<file path="config.mk">
export PLATFORM = sky130hd
export DESIGN_NAME = uart_tx_arbiter_flat
export DESIGN_NICKNAME = d
export VERILOG_FILES = /design/src/rtl/uart_pkg.sv /design/src/rtl/uart_tx_arbiter_if.sv /design/src/rtl/uart_tx_arbiter_rr_pick.sv /design/src/rtl/uart_tx_arbiter.sv /design/src/flat_wrapper.sv
export SDC_FILE = /design/constraint.sdc
export NUM_CORES = 1
export LEC_CHECK = 0
export ABC_CLOCK_PERIOD_IN_PS = 1500
export BUFFER_PORTS_ARGS = -buffer_cell sky130_fd_sc_hd__buf_2
export CAP_MARGIN = 20
export CORE_MARGIN = 4
export CORE_UTILIZATION = 41
export CTS_BUF_LIST = sky130_fd_sc_hd__clkbuf_16
export DETAILED_ROUTE_END_ITERATION = 16
export PLACE_DENSITY = 0.82
export SETUP_SLACK_MARGIN = 0.4
export SYNTH_ARGS = -nofsm -noshare
export SYNTH_HDL_FRONTEND = slang
export SYNTH_SLANG_ARGS = --single-unit
</file>
<file path="constraint.sdc">
create_clock -name _clock -period 1.5 [get_ports _clock]
set_input_delay 0.15 -clock _clock [delete_from_list [all_inputs] [get_ports _clock]]
set_output_delay 0.15 -clock _clock [all_outputs]
set_load 0.005 [all_outputs]
</file>
<file path="src/rtl/uart_pkg.sv">
// uart_pkg: shared types and constants for the UART transmit-side blocks.
package uart_pkg;

    typedef logic [7:0] byte_t;

    typedef enum logic {
        IDLE = 1'b0,
        XFER = 1'b1
    } arb_state_t;

    // Start + 8 data + stop: line time of one byte in bit periods.
    localparam int bits_per_byte = 10;

    // Upper bound on requesters; grant and round-robin indices are 3 bits wide.
    localparam int max_req = 8;

endpackage

</file>
<file path="src/rtl/uart_tx_arbiter_if.sv">
// uart_tx_arbiter_if: requester-side and transmitter-side byte channels of the arbiter.
//
// Handshake: on every channel a byte moves at a rising clock edge where its
// valid and ready are both high. A source keeps its byte and last flag stable
// while valid is high and ready is low; ready never waits for valid.
interface uart_tx_arbiter_if #(
    parameter int num_req = 4
);
    import uart_pkg::*;

    logic [num_req-1:0][7:0] _in_data;
    logic [num_req-1:0]      _in_valid;
    logic [num_req-1:0]      _in_last;
    logic [num_req-1:0]      _in_ready;
    byte_t                   _out;
    logic                    _out_valid;
    logic                    _out_ready;
    logic [2:0]              _grant;
    logic                    _busy;
    logic                    _trunc;
    arb_state_t              _dbg_state;

    modport master (
        output _in_data, _in_valid, _in_last, _out_ready,
        input  _in_ready, _out, _out_valid, _grant, _busy, _trunc, _dbg_state
    );

    modport slave (
        input  _in_data, _in_valid, _in_last, _out_ready,
        output _in_ready, _out, _out_valid, _grant, _busy, _trunc, _dbg_state
    );

endinterface

</file>
<file path="src/rtl/uart_tx_arbiter_rr_pick.sv">
// rr_pick: combinational round-robin winner search, starting just after `last`.
module rr_pick
    import uart_pkg::*;
#(
    parameter int num_req = 4
) (
    input  logic [num_req-1:0] req,
    input  logic [2:0]         last,
    output logic [2:0]         winner,
    output logic               any_req
);

    logic [max_req-1:0] req_pad;
    logic [2:0]         idx;

    assign req_pad = max_req'(req);
    assign any_req = |req;

    // Scan from the farthest position inward so the nearest request after `last` wins.
    always_comb begin
        winner = '0;
        idx    = '0;
        for (int k = num_req; k >= 1; k--) begin
            idx = 3'((int'(last) + k) % num_req);
            if (req_pad[idx]) begin
                winner = idx;
            end
        end
    end

endmodule

</file>
<file path="src/rtl/uart_tx_arbiter.sv">
// uart_tx_arbiter: packet-granular round-robin sharing of one UART TX byte channel,
// with a one-entry registered output buffer and a per-grant length cap.
// Optional feature: define UART_ARB_TIMEOUT_EN to revoke a grant whose owner
// stays silent for timeout_cycles cycles.
module uart_tx_arbiter
    import uart_pkg::*;
#(
    parameter int num_req        = 4,
    parameter int max_packet     = 64,
    parameter int timeout_cycles = 255
) (
    input  logic             _clock,
    input  logic             _reset_n,
    uart_tx_arbiter_if.slave bus
);

    localparam int cnt_w = $clog2(max_packet + 1);

    // Reject configurations the 3-bit indices and counters cannot represent.
    if (num_req < 2 || num_req > max_req || max_packet < 1 || timeout_cycles < 1) begin : g_bad_cfg
        $error("uart_tx_arbiter: unsupported configuration");
    end

    arb_state_t                 state, state_nxt;
    logic [2:0]                 last, grant, winner;
    logic                       any_req;
    logic [cnt_w-1:0]           count;
    logic [max_req-1:0]         valid_pad, last_pad;
    logic [max_req-1:0][7:0]    data_pad;
    logic                       g_valid, g_last, buf_free, accept, cap_hit, pkt_end, timeout_hit;
    byte_t                      g_data;

    assign valid_pad = max_req'(bus._in_valid);
    assign last_pad  = max_req'(bus._in_last);
    assign data_pad  = (max_req * 8)'(bus._in_data);

    assign g_valid  = valid_pad[grant];
    assign g_last   = last_pad[grant];
    assign g_data   = data_pad[grant];
    assign buf_free = !bus._out_valid || bus._out_ready;
    assign accept   = (state == XFER) && g_valid && buf_free;
    assign cap_hit  = (count == cnt_w'(max_packet - 1));
    assign pkt_end  = accept && (g_last || cap_hit);

    rr_pick #(.num_req(num_req)) u_pick (
        .req     (bus._in_valid),
        .last    (last),
        .winner  (winner),
        .any_req (any_req)
    );

`ifdef UART_ARB_TIMEOUT_EN
    localparam int idle_w = $clog2(timeout_cycles + 1);
    logic [idle_w-1:0] idle_cnt;

    // Count consecutive granted cycles with no byte offered by the owner.
    always_ff @(posedge _clock or negedge _reset_n) begin
        if (!_reset_n) begin
            idle_cnt <= '0;
        end else if (state != XFER || g_valid) begin
            idle_cnt <= '0;
        end else begin
            idle_cnt <= idle_cnt + 1'b1;
        end
    end

    assign timeout_hit = (state == XFER) && !g_valid && (idle_cnt == idle_w'(timeout_cycles - 1));
`else
    assign timeout_hit = 1'b0;
`endif

    // State register.
    always_ff @(posedge _clock or negedge _reset_n) begin
        if (!_reset_n) begin
            state <= IDLE;
        end else begin
            state <= state_nxt;
        end
    end

    // Next state: arbitrate in IDLE, hold the grant until the packet ends or is revoked.
    always_comb begin
        state_nxt = state;
        case (state)
            IDLE:    if (any_req) state_nxt = XFER;
            XFER:    if (pkt_end || timeout_hit) state_nxt = IDLE;
            default: state_nxt = IDLE;
        endcase
    end

    // Outputs decoded from state: only the owner sees ready, and only when the buffer can take a byte.
    always_comb begin
        bus._in_ready  = '0;
        bus._busy      = (state == XFER);
        bus._dbg_state = state;
        bus._grant     = grant;
        for (int i = 0; i < num_req; i++) begin
            bus._in_ready[i] = (state == XFER) && (grant == 3'(i)) && buf_free;
        end
    end

    // Grant, fairness pointer and per-grant byte count.
    always_ff @(posedge _clock or negedge _reset_n) begin
        if (!_reset_n) begin
            grant <= '0;
            last  <= 3'(num_req - 1);
            count <= '0;
        end else if (state == IDLE) begin
            if (any_req) begin
                grant <= winner;
                count <= '0;
            end
        end else begin
            if (pkt_end || timeout_hit) begin
                last <= grant;
            end
            if (accept) begin
                count <= count + 1'b1;
            end
        end
    end

    // One-entry output buffer plus the truncation pulse; the buffer drains in either state.
    always_ff @(posedge _clock or negedge _reset_n) begin
        if (!_reset_n) begin
            bus._out       <= '0;
            bus._out_valid <= 1'b0;
            bus._trunc     <= 1'b0;
        end else begin
            bus._trunc <= (pkt_end && !g_last) || timeout_hit;
            if (accept) begin
                bus._out       <= g_data;
                bus._out_valid <= 1'b1;
            end else if (bus._out_ready) begin
                bus._out_valid <= 1'b0;
            end
        end
    end

endmodule
</file>
<file path="src/flat_wrapper.sv">
// flat-port wrapper written by rule: the top's interface ports become plain ports
module uart_tx_arbiter_flat import uart_pkg::*;
#(
    parameter int num_req        = 4,
    parameter int max_packet     = 64,
    parameter int timeout_cycles = 255
)
  (_clock, _reset_n, bus__in_data, bus__in_valid, bus__in_last, bus__out_ready, bus__in_ready, bus__out, bus__out_valid, bus__grant, bus__busy, bus__trunc, bus__dbg_state);
  uart_tx_arbiter_if #(.num_req(num_req)) bus_i ();
  input  logic _clock;
  input  logic _reset_n;
  input wire logic [$bits(bus_i._in_data)-1:0] bus__in_data;
  input wire logic [$bits(bus_i._in_valid)-1:0] bus__in_valid;
  input wire logic [$bits(bus_i._in_last)-1:0] bus__in_last;
  input wire logic [$bits(bus_i._out_ready)-1:0] bus__out_ready;
  output wire logic [$bits(bus_i._in_ready)-1:0] bus__in_ready;
  output wire logic [$bits(bus_i._out)-1:0] bus__out;
  output wire logic [$bits(bus_i._out_valid)-1:0] bus__out_valid;
  output wire logic [$bits(bus_i._grant)-1:0] bus__grant;
  output wire logic [$bits(bus_i._busy)-1:0] bus__busy;
  output wire logic [$bits(bus_i._trunc)-1:0] bus__trunc;
  output wire logic [$bits(bus_i._dbg_state)-1:0] bus__dbg_state;
  assign bus_i._in_data = bus__in_data;
  assign bus_i._in_valid = bus__in_valid;
  assign bus_i._in_last = bus__in_last;
  assign bus_i._out_ready = bus__out_ready;
  assign bus__in_ready = bus_i._in_ready;
  assign bus__out = bus_i._out;
  assign bus__out_valid = bus_i._out_valid;
  assign bus__grant = bus_i._grant;
  assign bus__busy = bus_i._busy;
  assign bus__trunc = bus_i._trunc;
  assign bus__dbg_state = bus_i._dbg_state;
  uart_tx_arbiter #(.num_req(num_req), .max_packet(max_packet), .timeout_cycles(timeout_cycles)) u_core (._clock(_clock), ._reset_n(_reset_n), .bus(bus_i));
endmodule
</file>
==> metrics.cfg <==
[critical_path]
slowest_delay_ps = 440
cp-start-kind = register
crit_arrival_ps = 1860
crit_start = u_core.bus._grant[0]
worst_setup_path_end_kind = register
path_class = register to register
slowest_stage = dfrtp_2
cp_cell_sequence = mux4_2 -> nand3_4 -> buf_12 -> or3_1 -> a21boi_1
cp_max_fo = 9
r2r-start = u_core.bus._grant[0]
cp.required_ps = 1680

[layout]
n_antenna_cell = 0
regArea_um2 = 556
multi_input_area_um2 = 777
area_growth_pct = 66.7
layout-drive-gt1-share_pct = 65.8
finalNetCount = 238
fin_area_um2 = 2160
final_util_pct = 71.4
fillCellCount = 189

[synthesis]
syn_inst = 108
yosysWarnings = 0
yosysSeqAreaShare_pct = 42.6
synth_area_um2 = 1300
synth_top_cell_by_area = dfrtp_1
synthArstFlopShare_pct = 100
synthMostInstantiatedCell = dfrtp_1
synth_edf_count = 0
synth-main-ff-cell = dfrtp_1
synthTopCellsByCount = dfrtp_1, mux2_1, mux4_2
ys_top_cells_by_area = dfrtp_1, mux4_2, mux2_1
netlist-cell-type-count = 38
syn-num-nets = 152
ys_ff_latch = 22
synth_top_area_share_pct = 38.6
avgSynthCellArea_um2 = 12.0

[place]
gp_congestion = 0.808
dp_hpwl_um = 2860
port-buffer-count = 60
placed_area_um2 = 1770

[status]
status = finished with violations
violations = negative setup slack

[flow_run]
drv_cap = 0

[power]
ir_drop_mv = 0.807
p_per_area_nw_per_um2 = 2130
power_mw = 4.61
p_leak_nw = 1.06

[global_routing]
grt_max_degree = 23
grt_pass1_wl_um = 7320
grt_overflow_total = 0
grt_pass1_vias = 1415
grt_usage_pct = 24.1
antenna_found_initial = 0

[detailed_routing]
ant_nets = 0
drc = 0
via_count = 1305
post_drt_wl_per_cell_um = 20.7
wl_um = 4900
drt_iter0_drc = 102
firstDrtPassIters = 4
vias_per_cell = 5.51

[timing]
slew_headroom_pct = 66.3
fmax_mhz = 597
worst_slack_ps = -174
grt_setup_unrepaired = yes
fin_skew_ps = 4.10
hold_viol = 0
tightest_slew_ps = 505
setup_viol = 20
fin_setup_tns_ps = -2360
period_needed_ps = 1670
finalMaxSlewViolations = 0
fin_hold_ws_ps = 315
fin_crit_sh_pct = 112

[cts]
cts_sinks = 22
cts_buffers = 3
clk_pin_slew_ps = 60
htreeDepth = 1
insertion_delay_ps = 260
clockBufferDepth = 2
root_buffer = clkbuf_16
cts_tree = built

[floorplanning]
core_area_um2 = 3030
ioPinCount = 62
die-area_um2 = 4130
row_count = 20
start_util_pct = 42.9
die_h_um = 64.3
die_w_um = 64.3

[worst_hold_path]
min-delay-start = bus__in_valid[0]
hold_class = input pin to register

## report_power, final
part / switching, mW / internal, mW / leakage, nW
clock: 0.231 / 0.531 / 0.0511
combinational: 1.15 / 1.66 / 0.739
sequential: 0.193 / 0.852 / 0.268
total: 1.57 / 3.04 / 1.06
## metrics by stage
stage	setup slack, ps	instances
global placement	-151	219
CTS	-159	235
detailed placement	-192	219
floorplan	-126	108
finish	-174	237
global route	-230	237
## routing by layer
layer	share of wire (%)	up-vias	track usage [%]
met4	2.9	0	13.7
met3	7.7	11	4.92
met5	0	-	0
met2	52	86	42.7
li1	-	580	-
met1	37	628	26.5
## registers in the layout (all words and copies together) (netlist names)
name	flops
u_core.bus._out	8
u_core.count	7
u_core.bus._grant	2
u_core.last	2
u_core.bus._busy	1
u_core.bus._out_valid	1
u_core.bus._trunc	1
## critical path: cells and delay by family, from the launching register on
kind,cells,cell delay [ps]
flops,1,440
mux,1,390
compound gates,1,150
buf+inv,1,160
simple gates,2,460
## cell usage in the layout (no fill, tap or decap), types with 2 or more instances in the layout
cell       netlist  layout
a21oi_1          2       2
buf_12           0       3
buf_2            3      57
buf_4            2      16
buf_6            1       8
buf_8            0       2
clkbuf_16        0       4
dfrtp_1         20      18
dfrtp_2          0       2
dfstp_2          2       2
inv_1            5       5
mux2_4           0       8
mux2i_1          3       3
mux4_2           9      10
nand2_1          8       7
nand3_1          5       4
nand3_4          1       2
nor2_1           5       5
o211ai_1         2       2
o21ai_1          4       3
o31ai_1          2       2
## final cells by class
class	count	area share (%)
clock buffers	3	3.47
clock inverters	1	1.39
inverters	6	1.04
multi-input cells	72	35.9
flip-flops and latches	22	25.7
well taps	44	2.54
repair buffers	89	30.0
## timing repair
action	CTS	global route
pin swaps	3	4
gates resized for setup	30	2
setup buffers	10	1
hold endpoints to repair	20	0
hold buffers	1	0
setup endpoints to repair	30	30
cloned	1	1
## worst paths after layout
check	end	slack, ps	depth (start not counted)
max in group asynchronous	u_core.bus._busy	740	2
setup reg to reg	u_core.count[6]	-170	5
hold / removal	u_core.bus._grant[0]	320	3
setup / recovery	u_core.count[6]	-170	5
min in group asynchronous	u_core.bus._out_valid	390	2
hold reg to reg	u_core.last[0]	510	2
## cell families (layout without fill, tap and decap cells)
kind of cell / count (synthesis) / after routing / share of synthesized area, %
flip-flops: 22 / 22 / 42.6
AO/OA/AOI/OAI: 21 / 21 / 12.2
multiplexers: 22 / 22 / 27.8
adder cells (fa/ha/maj): 1 / 1 / 0.964
other: 1 / 1 / 0.289
AND/OR/NAND/NOR: 27 / 27 / 10.7
buffers and inverters: 14 / 99 / 5.50
(Power assumes the default switching activity.)
